<file path="src/rtl/memory_bus_xbar.sv">
// memory_bus_xbar: round-robin crossbar from N_MASTERS requestors onto one SRAM port and one
// DDR request port. Only one transaction is in flight at a time. A bad address gets a
// decode-error response, and a silent slave gets a watchdog-timeout error response.
//
// Ports:
//   clk, rst_n               clock, asynchronous active-low reset
//   m_req_*                  flattened per-master request (valid/ready/addr/we/wdata/be)
//   m_resp_valid/rdata/err   one-hot response pulse with shared data and error flag
//   sram_*                   SRAM request strobes/fields, sram_ready/sram_rdata return
//   mem_req_*/mem_resp_*     DDR controller request and response handshakes
//   perf_grant_cnt, perf_err_cnt  only with MEMBUS_PERF_CNT_EN: saturating grant/error counts
//
// Optional feature macro: MEMBUS_PERF_CNT_EN
module memory_bus_xbar #(
    parameter int unsigned           N_MASTERS      = 4,
    parameter int unsigned           ADDR_WIDTH     = 64,
    parameter int unsigned           DATA_WIDTH     = 64,
    parameter logic [ADDR_WIDTH-1:0] SRAM_BASE      = ADDR_WIDTH'(64'h0),
    parameter logic [ADDR_WIDTH-1:0] SRAM_SIZE      = ADDR_WIDTH'(64'h10_0000),
    parameter logic [ADDR_WIDTH-1:0] DDR_BASE       = ADDR_WIDTH'(64'h8000_0000),
    parameter int unsigned           TIMEOUT_CYCLES = 256
) (
    input  logic                              clk,
    input  logic                              rst_n,
`ifdef MEMBUS_PERF_CNT_EN
    output logic [N_MASTERS*32-1:0]           perf_grant_cnt,
    output logic [31:0]                       perf_err_cnt,
`endif
    input  logic [N_MASTERS-1:0]              m_req_valid,
    output logic [N_MASTERS-1:0]              m_req_ready,
    input  logic [N_MASTERS*ADDR_WIDTH-1:0]   m_req_addr,
    input  logic [N_MASTERS-1:0]              m_req_we,
    input  logic [N_MASTERS*DATA_WIDTH-1:0]   m_req_wdata,
    input  logic [N_MASTERS*DATA_WIDTH/8-1:0] m_req_be,
    output logic [N_MASTERS-1:0]              m_resp_valid,
    output logic [DATA_WIDTH-1:0]             m_resp_rdata,
    output logic                              m_resp_err,
    output logic [ADDR_WIDTH-1:0]             sram_addr,
    output logic [DATA_WIDTH-1:0]             sram_wdata,
    output logic [DATA_WIDTH/8-1:0]           sram_be,
    output logic                              sram_we,
    output logic                              sram_re,
    input  logic [DATA_WIDTH-1:0]             sram_rdata,
    input  logic                              sram_ready,
    output logic                              mem_req_valid,
    input  logic                              mem_req_ready,
    output logic [ADDR_WIDTH-1:0]             mem_req_addr,
    output logic                              mem_req_we,
    output logic [DATA_WIDTH-1:0]             mem_req_wdata,
    output logic [DATA_WIDTH/8-1:0]           mem_req_be,
    output logic [2:0]                        mem_req_burst_len,
    input  logic                              mem_resp_valid,
    output logic                              mem_resp_ready,
    input  logic [DATA_WIDTH-1:0]             mem_resp_rdata
);

    localparam int unsigned BE_W  = DATA_WIDTH / 8;
    localparam int unsigned IDX_W = $clog2(N_MASTERS);
    localparam int unsigned CNT_W = $clog2(TIMEOUT_CYCLES + 1);

    typedef enum logic [2:0] {StIdle, StSram, StDdrReq, StDdrResp, StErr, StResp} state_e;

    state_e                  r_state, w_state_d;
    logic                    r_alive;  // low for the first cycle after reset so outputs stay 0
    logic [IDX_W-1:0]        r_ptr, w_ptr_d, r_id, w_id_d;
    logic [ADDR_WIDTH-1:0]   r_addr, w_addr_d;
    logic                    r_we, w_we_d;
    logic [DATA_WIDTH-1:0]   r_wdata, w_wdata_d, r_rdata, w_rdata_d;
    logic [BE_W-1:0]         r_be, w_be_d;
    logic                    r_err, w_err_d;
    logic [CNT_W-1:0]        r_cnt, w_cnt_d;

    logic [ADDR_WIDTH-1:0]   w_addr_arr  [N_MASTERS];
    logic [DATA_WIDTH-1:0]   w_wdata_arr [N_MASTERS];
    logic [BE_W-1:0]         w_be_arr    [N_MASTERS];
    logic                    w_gnt_vld, w_grant, w_hit_sram, w_hit_ddr, w_timeout;
    logic [IDX_W-1:0]        w_gnt_idx, w_cand;
    logic [ADDR_WIDTH-1:0]   w_sel_addr;

    for (genvar i = 0; i < N_MASTERS; i++) begin : g_unpack
        assign w_addr_arr[i]  = m_req_addr[i*ADDR_WIDTH +: ADDR_WIDTH];
        assign w_wdata_arr[i] = m_req_wdata[i*DATA_WIDTH +: DATA_WIDTH];
        assign w_be_arr[i]    = m_req_be[i*BE_W +: BE_W];
    end

    // Round-robin search starting just after the last winner, plus region decode of the winner.
    always_comb begin
        w_gnt_vld = 1'b0;
        w_gnt_idx = '0;
        w_cand    = '0;
        for (int k = 1; k <= int'(N_MASTERS); k++) begin
            w_cand = IDX_W'((int'(r_ptr) + k) % int'(N_MASTERS));
            if (!w_gnt_vld && m_req_valid[w_cand]) begin
                w_gnt_vld = 1'b1;
                w_gnt_idx = w_cand;
            end
        end
        w_sel_addr = w_addr_arr[w_gnt_idx];
        // Subtract-then-compare so a region touching the top of the space cannot overflow.
        w_hit_sram = (w_sel_addr >= SRAM_BASE) && ((w_sel_addr - SRAM_BASE) < SRAM_SIZE);
        w_hit_ddr  = (w_sel_addr >= DDR_BASE);
    end

    assign w_grant   = (r_state == StIdle) && r_alive && w_gnt_vld;
    assign w_timeout = (r_cnt == CNT_W'(TIMEOUT_CYCLES - 1));

    assign sram_addr         = r_addr;
    assign sram_wdata        = r_wdata;
    assign sram_be           = r_be;
    assign mem_req_addr      = r_addr;
    assign mem_req_we        = r_we;
    assign mem_req_wdata     = r_wdata;
    assign mem_req_be        = r_be;
    assign mem_req_burst_len = 3'd0;
    assign m_resp_rdata      = r_rdata;
    assign m_resp_err        = r_err;

    always_comb begin
        w_state_d      = r_state;
        w_ptr_d        = r_ptr;
        w_id_d         = r_id;
        w_addr_d       = r_addr;
        w_we_d         = r_we;
        w_wdata_d      = r_wdata;
        w_be_d         = r_be;
        w_rdata_d      = r_rdata;
        w_err_d        = r_err;
        w_cnt_d        = r_cnt;
        m_req_ready    = '0;
        m_resp_valid   = '0;
        sram_re        = 1'b0;
        sram_we        = 1'b0;
        mem_req_valid  = 1'b0;
        mem_resp_ready = 1'b0;
        unique case (r_state)
            StIdle: begin
                // Swallows a response that arrives after its transaction timed out.
                mem_resp_ready = r_alive;
                if (w_grant) begin
                    m_req_ready[w_gnt_idx] = 1'b1;
                    w_ptr_d   = w_gnt_idx;
                    w_id_d    = w_gnt_idx;
                    w_addr_d  = w_sel_addr;
                    w_we_d    = m_req_we[w_gnt_idx];
                    w_wdata_d = w_wdata_arr[w_gnt_idx];
                    w_be_d    = w_be_arr[w_gnt_idx];
                    w_rdata_d = '0;
                    w_err_d   = 1'b0;
                    w_cnt_d   = '0;
                    if (w_hit_sram)     w_state_d = StSram;
                    else if (w_hit_ddr) w_state_d = StDdrReq;
                    else                w_state_d = StErr;
                end
            end
            StSram: begin
                w_cnt_d = r_cnt + CNT_W'(1);
                if (w_timeout) begin
                    w_err_d   = 1'b1;
                    w_rdata_d = '0;
                    w_state_d = StResp;
                end else begin
                    sram_re = !r_we;
                    sram_we = r_we;
                    if (sram_ready) begin
                        w_rdata_d = r_we ? '0 : sram_rdata;
                        w_state_d = StResp;
                    end
                end
            end
            StDdrReq: begin
                w_cnt_d = r_cnt + CNT_W'(1);
                if (w_timeout) begin
                    w_err_d   = 1'b1;
                    w_rdata_d = '0;
                    w_state_d = StResp;
                end else begin
                    mem_req_valid = 1'b1;
                    if (mem_req_ready) begin
                        w_cnt_d   = '0;
                        w_state_d = r_we ? StResp : StDdrResp;
                    end
                end
            end
            StDdrResp: begin
                mem_resp_ready = 1'b1;
                w_cnt_d        = r_cnt + CNT_W'(1);
                // A response landing on the final wait cycle still wins over the timeout.
                if (mem_resp_valid) begin
                    w_rdata_d = mem_resp_rdata;
                    w_state_d = StResp;
                end else if (w_timeout) begin
                    w_err_d   = 1'b1;
                    w_rdata_d = '0;
                    w_state_d = StResp;
                end
            end
            StErr: begin
                w_err_d   = 1'b1;
                w_rdata_d = '0;
                w_state_d = StResp;
            end
            StResp: begin
                m_resp_valid[r_id] = 1'b1;
                w_state_d          = StIdle;
            end
            default: w_state_d = StIdle;
        endcase
    end

    always_ff @(posedge clk or negedge rst_n) begin
        if (!rst_n) begin
            r_state <= StIdle;
            r_alive <= 1'b0;
            r_ptr   <= IDX_W'(N_MASTERS - 1);
            r_id    <= '0;
            r_addr  <= '0;
            r_we    <= 1'b0;
            r_wdata <= '0;
            r_be    <= '0;
            r_rdata <= '0;
            r_err   <= 1'b0;
            r_cnt   <= '0;
        end else begin
            r_state <= w_state_d;
            r_alive <= 1'b1;
            r_ptr   <= w_ptr_d;
            r_id    <= w_id_d;
            r_addr  <= w_addr_d;
            r_we    <= w_we_d;
            r_wdata <= w_wdata_d;
            r_be    <= w_be_d;
            r_rdata <= w_rdata_d;
            r_err   <= w_err_d;
            r_cnt   <= w_cnt_d;
        end
    end

`ifdef MEMBUS_PERF_CNT_EN
    logic [31:0] r_perf_grant [N_MASTERS];
    logic [31:0] r_perf_err;
    logic        w_err_evt;

    // Decode errors and timeouts both enter RESP with the error flag set.
    assign w_err_evt = (w_state_d == StResp) && (r_state != StResp) && w_err_d;

    always_ff @(posedge clk or negedge rst_n) begin
        if (!rst_n) begin
            for (int i = 0; i < int'(N_MASTERS); i++) r_perf_grant[i] <= '0;
            r_perf_err <= '0;
        end else begin
            if (w_grant && (r_perf_grant[w_gnt_idx] != '1)) begin
                r_perf_grant[w_gnt_idx] <= r_perf_grant[w_gnt_idx] + 32'd1;
            end
            if (w_err_evt && (r_perf_err != '1)) r_perf_err <= r_perf_err + 32'd1;
        end
    end

    for (genvar i = 0; i < N_MASTERS; i++) begin : g_perf
        assign perf_grant_cnt[i*32 +: 32] = r_perf_grant[i];
    end
    assign perf_err_cnt = r_perf_err;
`else
    // Performance counters compiled out; the datapath above is unaffected.
`endif

endmodule

</file>
<file path="config.mk">
export PLATFORM = sky130hd
export DESIGN_NAME = memory_bus_xbar
export DESIGN_NICKNAME = d
export VERILOG_FILES = /design/src/rtl/memory_bus_xbar.sv
export SDC_FILE = /design/constraint.sdc
export NUM_CORES = 1
export LEC_CHECK = 0
export CELL_PAD_IN_SITES_DETAIL_PLACEMENT = 1
export CELL_PAD_IN_SITES_GLOBAL_PLACEMENT = 1
export CORE_AREA = 2 2 402 404
export DETAILED_ROUTE_END_ITERATION = 10
export DIE_AREA = 0 0 404 406
export PLACE_DENSITY = 0.42
export SYNTH_ARGS = -nofsm -noshare
export SYNTH_HDL_FRONTEND = slang
export SYNTH_SLANG_ARGS = --single-unit
</file>
<file path="constraint.sdc">
create_clock -name clk -period 4.75 [get_ports clk]
set_input_delay 1.1875 -clock clk [delete_from_list [all_inputs] [get_ports clk]]
set_output_delay 1.1875 -clock clk [all_outputs]
set_load 0.02 [all_outputs]
</file>
Yosys cells after proc, flatten, opt, wreduce, memory -nomap -nowiden

Cells that the tools add are included.

Bits of input ports: 685
Bits in registers: 219
Word-level logic and storage cells: 130
Output and inout port bits: 353

Order comparisons: 12
Equal/unequal tests: 11
$add $sub $neg: 5
Reduce and logical (&&, ||, !) cells: 23
Muxes and demuxes: 67
Bitwise logic cells: 1

Operators with widths:

| cell                                                                                   | count |
|---|---|
| 64-bit two-way mux                                                                     | 10 |
| 64-bit one-hot mux with 5 select lines                                                 | 1 |
| 64-bit binary-select mux with 2-bit select                                             | 2 |
| 64-bit by 1-bit greater-or-equal comparator with 1-bit output (second input constant)  | 1 |
| 64-bit by 32-bit greater-or-equal comparator with 1-bit output (second input constant) | 1 |
| 64-bit by 21-bit < comparator with 1-bit output (second input constant)                | 1 |
| 3-bit two-way mux                                                                      | 10 |
| 9-bit two-way mux                                                                      | 3 |
| 9-bit one-hot mux with 3 select lines                                                  | 1 |
| 1-bit two-way mux                                                                      | 20 |
| 2-bit by 3-bit < comparator with 1-bit output (second input constant)                  | 6 |
| 8-bit binary-select mux with 2-bit select                                              | 1 |
| 8-bit two-way mux                                                                      | 2 |
| 3-bit one-hot mux with 5 select lines                                                  | 1 |
| 4-bit two-way mux                                                                      | 3 |
| 1-bit binary-select mux with 2-bit select                                              | 5 |
| 9-bit by 1-bit adder with 9-bit output (second input constant)                         | 1 |
| 9-bit by 8-bit equality test with 1-bit output (second input constant)                 | 1 |
| 3-bit inequality test (second input constant)                                          | 3 |
| 1-bit logical AND                                                                      | 8 |
| 2-bit two-way mux                                                                      | 4 |
| 3-bit by 2-bit equality test with 1-bit output (second input constant)                 | 2 |
| 3-bit equality test (second input constant)                                            | 2 |
| 3-bit AND reduction                                                                    | 2 |
| 18 further kinds                                                                       | 28 |

Depth between registers and ports, before layout

Gate-level depths: netlist of the first run.

Word-level depth: 22
Depth in mapped cells: 14
Gate-level depth less buffers: 12

Least setup slack after synthesis of the first run

Ideal clock, no wire load.

Path type: input to output
From: input port m_req_valid[0]
To: output port m_req_ready[3]
Arrival time: 3.154 ns
Buffers on the path: 5
Path slack: 0.409 ns
Data required time: 3.563 ns
Stages: 10
Cell sequence: a21oi_1 > a31oi_1 > a21oi_2 > buf_2 > buf_4 > clkbuf_1 > clkbuf_1 > clkbuf_1 > nand2_1 > nor2_1

Longest elaborated chain between the ends: 18
Elaborated cells on any way between the ends: 30
Those cells by class: order compare: 2; mux: 20; reduce/logical: 8

Ends and longest elaborated chain:

| item                                                                                                                                                       | RTL line | source |
|---|---|---|
| start, declared                                                                                                                                            | 29       | `input logic [N_MASTERS-1:0] m_req_valid,` |
| 1-bit binary-select mux with 2-bit select                                                                                                                  | 93       | `if (!w_gnt_vld && m_req_valid[w_cand]) begin` |
| 1-bit two-way mux (not written as such)                                                                                                                    | 93       |  |
| 1-bit two-way mux                                                                                                                                          | 93       |  |
| 1-bit logical NOT                                                                                                                                          | 93       |  |
| 1-bit logical AND                                                                                                                                          | 93       |  |
| 1-bit two-way mux                                                                                                                                          | 93       |  |
| 1-bit logical NOT                                                                                                                                          | 93       |  |
| 1-bit logical AND                                                                                                                                          | 93       |  |
| (+2 left out)                                                                                                                                              | n/a      |  |
| 1-bit logical AND                                                                                                                                          | 93       |  |
| 2-bit two-way mux                                                                                                                                          | 93       |  |
| 2-bit by 3-bit < comparator with 1-bit output (not written as such) / 2-bit by 1-bit greater-or-equal comparator with 1-bit output (equally long branches) | 140      | `m_req_ready[w_gnt_idx] = 1'b1;` |
| 1-bit logical AND (not written as such)                                                                                                                    | 140      |  |
| 1-bit two-way mux (not written as such)                                                                                                                    | 140      |  |
| 1-bit demux with 2-bit select                                                                                                                              | 140      |  |
| 4-bit two-way mux (*)                                                                                                                                      | 139      | `if (w_grant) begin` |
| 4-bit two-way mux (*)                                                                                                                                      | 135      | `unique case (r_state)` |
| end, declared                                                                                                                                              | 30       | `output logic [N_MASTERS-1:0] m_req_ready,` |

Mark *: on every way between the ends. The rest lies on a longest branch, timed or not. The select of a mux whose other input is x is not followed.

Worst setup path after layout of the first run

From: input port m_req_valid[1]
To: output port m_req_ready[2]

The elaborated chain is that of the path after synthesis.

==> results of run 1 <==
metal layers:
| metal | track usage, % | vias to the layer above |
|---|---|---|
| met5 | 0 | - |
| met4 | 2.28 | 16 |
| met3 | 3.24 | 74 |
| met2 | 22.6 | 556 |
| met1 | 14.9 | 8027 |
| li1 | - | 8150 |
cells in the mapped netlist, types with 2 or more instances:
library cell  count
nand2_1         812
o21ai_0         295
dfrtp_1         217
buf_4           144
clkbuf_1        106
nand3_1          99
a22oi_1          66
a21oi_1          38
buf_2            28
mux2i_1          22
a32o_1           19
nor2_1           18
a32oi_1          13
mux2_2           12
and3_1            7
buf_1             6
buf_6             6
inv_1             6
nand2b_1          5
nand4_1           5
o31ai_1           5
nor2b_1           4
nor4_1            4
o21a_1            4
a31oi_1           3
nor3_1            3
a21o_1            2
and2_1            2
conb_1            2
dfstp_2           2
ha_1              2
or2_2             2
registers in the layout, summed over array words and instances (netlist names):
name,cells
r_id,2
m_resp_err,1
r_alive,1
r_ptr,2
r_cnt,9
mem_req_addr,64
mem_req_be,8
r_state,3
mem_req_we,1
m_resp_rdata,64
mem_req_wdata,64
layout make-up:
| class | count | area (um2) | share of cell area, % |
|---|---|---|---|
| timing repair buffer | 1082 | 10900 | 40.0 |
| multi-input combinational | 1465 | 7000 | 25.7 |
| clock buffer | 54 | 1060 | 3.90 |
| antenna | 5 | 12.5 | 0.0460 |
| sequential | 219 | 5480 | 20.2 |
| tap | 2086 | 2610 | 9.60 |
| inverter | 6 | 22.5 | 0.0828 |
| clock inverter | 9 | 128 | 0.469 |
placed cells by master, fill, tap and decap left out, types with 10 or more instances in the layout:
cell / n
nand3_1: 98
o21ai_0: 295
clkbuf_16: 37
buf_4: 35
clkdlybuf4s50_1: 1033
a32oi_1: 13
mux2_2: 12
nor2_1: 17
dfrtp_1: 217
a32o_1: 19
mux2i_1: 22
buf_12: 13
nand2_1: 812
clkbuf_1: 10
a21oi_1: 38
a22oi_1: 66
logic make-up (layout without fill, tap and decap cells):
kind of cell | Yosys count | in the layout | share of synthesized area (%)
mux | 35 | 35 | 2.62
flops | 219 | 219 | 38.7
fa+ha+maj | 2 | 2 | 0.177
simple gates | 970 | 970 | 27.5
buf+inv | 296 | 1151 | 12.2
other cells | 2 | 9 | 0.0530
compound gates | 454 | 454 | 18.7
path summary, 6_finish.rpt:
kind / from / endpoint
worst max-delay path: m_req_valid[1] / m_req_ready[2]
worst min-delay path: r_cnt[5] / r_cnt[5]
worst max register to register: r_ptr[1] / r_state[1]
worst min register to register: r_cnt[5] / r_cnt[5]
max in group asynchronous: rst_n / mem_req_wdata[21]
min in group asynchronous: rst_n / m_resp_rdata[34]
through the flow:
stage / worst slack [ps] / util [%] / power (mW) / hold slack [ps]
floorplan: 409 / - / 8.93 / 438
global placement: 203 / 16.3 / 14.3 / 460
detailed placement: 210 / 16.3 / 14.3 / 468
CTS: 214 / 17.0 / 17.3 / 482
global route: 101 / 17.0 / 18.0 / 508
finish: 207 / 17.0 / 16.7 / 476
where the power goes:
part	total (mW)	switching, mW	internal [mW]
clock	2.81	1.11	1.70
sequential	3.82	1.07	2.75
combinational	10.1	5.93	4.13
total	16.7	8.11	8.59
worst max-delay path, cell delays in order:
cell and delay, ps:
clkdlybuf4s50_1 500, mux2_4 330, a21oi_4 210, o21a_1 210, and3_1 270, clkdlybuf4s50_1 650
==> reports/qor.yml, run 1 <==
status:
  outcome: "finished, final reports clean"
finish:
  fin_area_um2: 27200
  fill_cells: 19000
  syn2layout_area_growth_pct: 92.1
  final_cell_count_no_fill: 4926
  drive_gt1_share_pct: 4.59
  nNetsFinal: 3497
yosys:
  netlist_instances: 1978
  avgSynthCellArea_um2: 7.16
  ys_top_cells_by_area: "dfrtp_1 38%, nand2_1 22%, o21ai_0 10%"
  yosys_most_used_dff: "dfrtp_1"
  syn_area_um2: 14200
  yosys.area.top_type: "dfrtp_1"
  yosysWarnings: 0
  synth_edf_count: 0
  ys_types: 51
  seq_area_frac_synth_pct: 38.7
  synth_top_area_share_pct: 38.4
  synth_seq_cells: 219
  synth-async-reset-ratio_pct: 100
routing:
  wl_met2_um: 55300
  via_per_inst: 3.42
  top_layer: "met5"
  wirelength_um: 108000
  wire_per_inst_um: 21.9
  wl_met1_um: 44000
  drc: 0
  first_iter_violations: 716
  final_antenna_net_count: 0
  vias: 16800
  first_pass_iters: 5
  wl_met3_um: 6810
die:
  start_util_pct: 8.87
  fp-row-count: 147
  dieArea_um2: 164000
  chipWidth_um: 404
  die_h_um: 406
  ios: 1038
  core-area_um2: 160000
cts:
  cts_tree: "yes"
  ctsResizeCount: 0
  cts.path.max_buffers: 3
  root_buffer: "clkbuf_16"
  cts_setup_buffers: 0
  hold_buffers: 0
  clk_pin_slew_ps: 60
  cts_sinks: 219
  cts_buffers: 36
  h-tree-depth: 2
  clk_latency_ps: 570
pwr:
  vdd_drop_max_v: 0.000406
  power.density_nw_per_um2: 614
  p_leak_nw: 10.8
grt:
  grt_use_total_pct: 12.5
  grt_pass1_wl_um: 145000
  antenna_found_initial: 22
  grt_pass1_vias: 17700
  grt_max_degree: 139
  gr-total-overflow: 0
sta:
  fin_skew_ps: 23.2
  setup_tns_ps: 0
  hold_violations: 0
  relSlewSlack_pct: 39.7
  setup_viol: 0
  final.period_utilization_pct: 95.6
  finalMaxSlewViolations: 0
  fmax_mhz: 220
  rsz0062_at_grt: "false"
  fin_crit_ps: 4540
  worstMarginPinSlew_ps: 902
hold_path:
  hold_class: "flop to flop"
  min_path_cells: 1
placed_design:
  dpl-instance-area_um2: 26000
  gp_congestion: 0.831
  dpl.hpwl_um: 88000
  dp.cells: 4858
  io_buffers: 1034
worst_setup_path:
  worstSetupPathType: "input port to output port"
  cp_max_fo: 5
  worstPathRequired_ps: 3560
  start_kind: "input port"
  r2r_slack_ps: 1440
  arrival_ps: 3360
  r2r_cells: 11
  end_kind: "output port"
run:
  drv_cap: 0
(Power assumes the default switching activity.)
==> run 2: changes to the inputs <==
==> constraint.sdc (replaced) <==
create_clock -name clk -period 4.75 [get_ports clk]
set_input_delay 0.95 -clock clk [delete_from_list [all_inputs] [get_ports clk]]
set_output_delay 0.95 -clock clk [all_outputs]
set_load 0.02 [all_outputs]
==> run 2 against run 1 <==
Via count shrank 0.65%. Sequential cell count stayed put. Critical path depth grew 1. Combinational power about the same. Worst hold slack got worse by 71 ps. Core utilization fell by 0.096 points. Final area fell by 0.56%. Count of clock-buffer cells in the layout is 4 higher. Die area unchanged. Setup slack better by 400 ps. Register-to-register slack barely moved.
==> reports/qor.yml, run 2 (same netlist as run 1, synthesis figures left out) <==
cts:
  clk_latency_ps: 570
  ctsResizeCount: 0
  cts_tree: "yes"
  clk_pin_slew_ps: 60
  hold_buffers: 0
  cts_setup_buffers: 0
  cts_sinks: 219
  h-tree-depth: 2
  cts.path.max_buffers: 3
  cts_buffers: 36
  root_buffer: "clkbuf_16"
die:
  fp-row-count: 147
  die_h_um: 406
  chipWidth_um: 404
  start_util_pct: 8.87
  ios: 1038
  core-area_um2: 160000
  dieArea_um2: 164000
routing:
  final_antenna_net_count: 0
  wirelength_um: 108000
  via_per_inst: 3.40
  drc: 0
  vias: 16700
  first_pass_iters: 5
  wire_per_inst_um: 21.9
  first_iter_violations: 705
worst_setup_path:
  endpoint: "m_req_ready[2]"
  r2r_cells: 10
  cp_max_fo: 37
  r2r_slack_ps: 1450
  reg2reg_from: "r_ptr[1]"
  end_kind: "output port"
  worstSetupPathType: "input port to output port"
  r2r-end: "r_state[1]"
  crit_start: "m_req_valid[0]"
  start_kind: "input port"
  arrival_ps: 3190
  worstPathRequired_ps: 3800
pwr:
  p_leak_nw: 10.7
  vdd_drop_max_v: 0.000422
  power.density_nw_per_um2: 610
  total_power_mw: 16.5
sta:
  worst_slack_ps: 612
  fmax_mhz: 242
  rsz0062_at_grt: "false"
  fin_skew_ps: 20.8
  finalMaxSlewViolations: 0
  relSlewSlack_pct: 34.3
  setup_tns_ps: 0
  hold_violations: 0
  final.period_utilization_pct: 87.1
  hold_ws_ps: 405
  fin_crit_ps: 4140
  setup_viol: 0
  worstMarginPinSlew_ps: 986
grt:
  grt_use_total_pct: 12.5
  grt_pass1_vias: 17500
  grt_max_degree: 161
  antenna_found_initial: 22
  grt_pass1_wl_um: 143000
  gr-total-overflow: 0
placed_design:
  io_buffers: 1034
  preCtsSetupSlack_ps: 569
  dp.cells: 4847
  dpl-instance-area_um2: 25900
  gp_congestion: 0.833
  dpl.hpwl_um: 88400
finish:
  syn2layout_area_growth_pct: 91.0
  fin_area_um2: 27000
  final_util_pct: 16.9
  final_cell_count_no_fill: 4920
  layout_common_cells: "1,033 x clkdlybuf4s50_1, 812 x nand2_1, 295 x o21ai_0"
  layout_commonest_cell: "clkdlybuf4s50_1"
  drive_gt1_share_pct: 4.00
  nNetsFinal: 3486
status:
  outcome: "finished, final reports clean"
hold_path:
  hold_class: "input port to async pin"
run:
  drv_cap: 0
[run 2: cell count changes in the layout (fill, tap and decap cells not counted)]
cell and delta:
clkbuf_1 +4, clkinv_2 -3, buf_4 -11, diode_2 +7
or2_2 -1, bufinv_16 -3, or2_4 +1
[run 2: power breakdown]
group | leakage [nW] | switching, mW | internal [mW] | total [mW]
registers | 2.81 | 1.08 | 2.75 | 3.83
clock network | 0.536 | 1.07 | 1.54 | 2.60
logic | 7.39 | 5.95 | 4.10 | 10.1
[run 2: layout make-up]
type	count	area, um2
Inverter	6	22.5
Clock inverter	3	22.5
Multi-Input combinational cell	1465	7000
Fill cell	19000	133000
Sequential cell	219	5480
Clock buffer	58	1070
Antenna cell	12	30.0
Tap cell	2086	2610
Timing Repair Buffer	1071	10800
[run 2: layer usage]
layer	GRT usage (%)	part of all wire [%]	vias up	wire length [um]
li1	-	-	8142	-
met2	22.6	51	531	55500
met5	0	0.077	-	83
met1	14.3	40	7950	42700
met3	3.89	7.3	78	7840
met4	2.70	1.6	12	1770
[run 2: how the worst min path moves through the flow]
stage	endpoint	slack [ps]	startpoint
floorplan	r_cnt[5]	440	r_cnt[5]
global placement	r_cnt[7]	460	r_cnt[7]
detailed placement	m_resp_rdata[18]	470	m_resp_rdata[18]
CTS	m_resp_rdata[50]	410	rst_n
global route	m_resp_rdata[18]	430	rst_n
finish	m_resp_rdata[18]	400	rst_n
[run 2: worst max-delay path, stage by stage]
cell and delay, ps:
clkdlybuf4s50_1 540, a21oi_1 210, a31oi_1 90, a21oi_4 250
buf_12 250, and3_1 210, clkdlybuf4s50_1 680
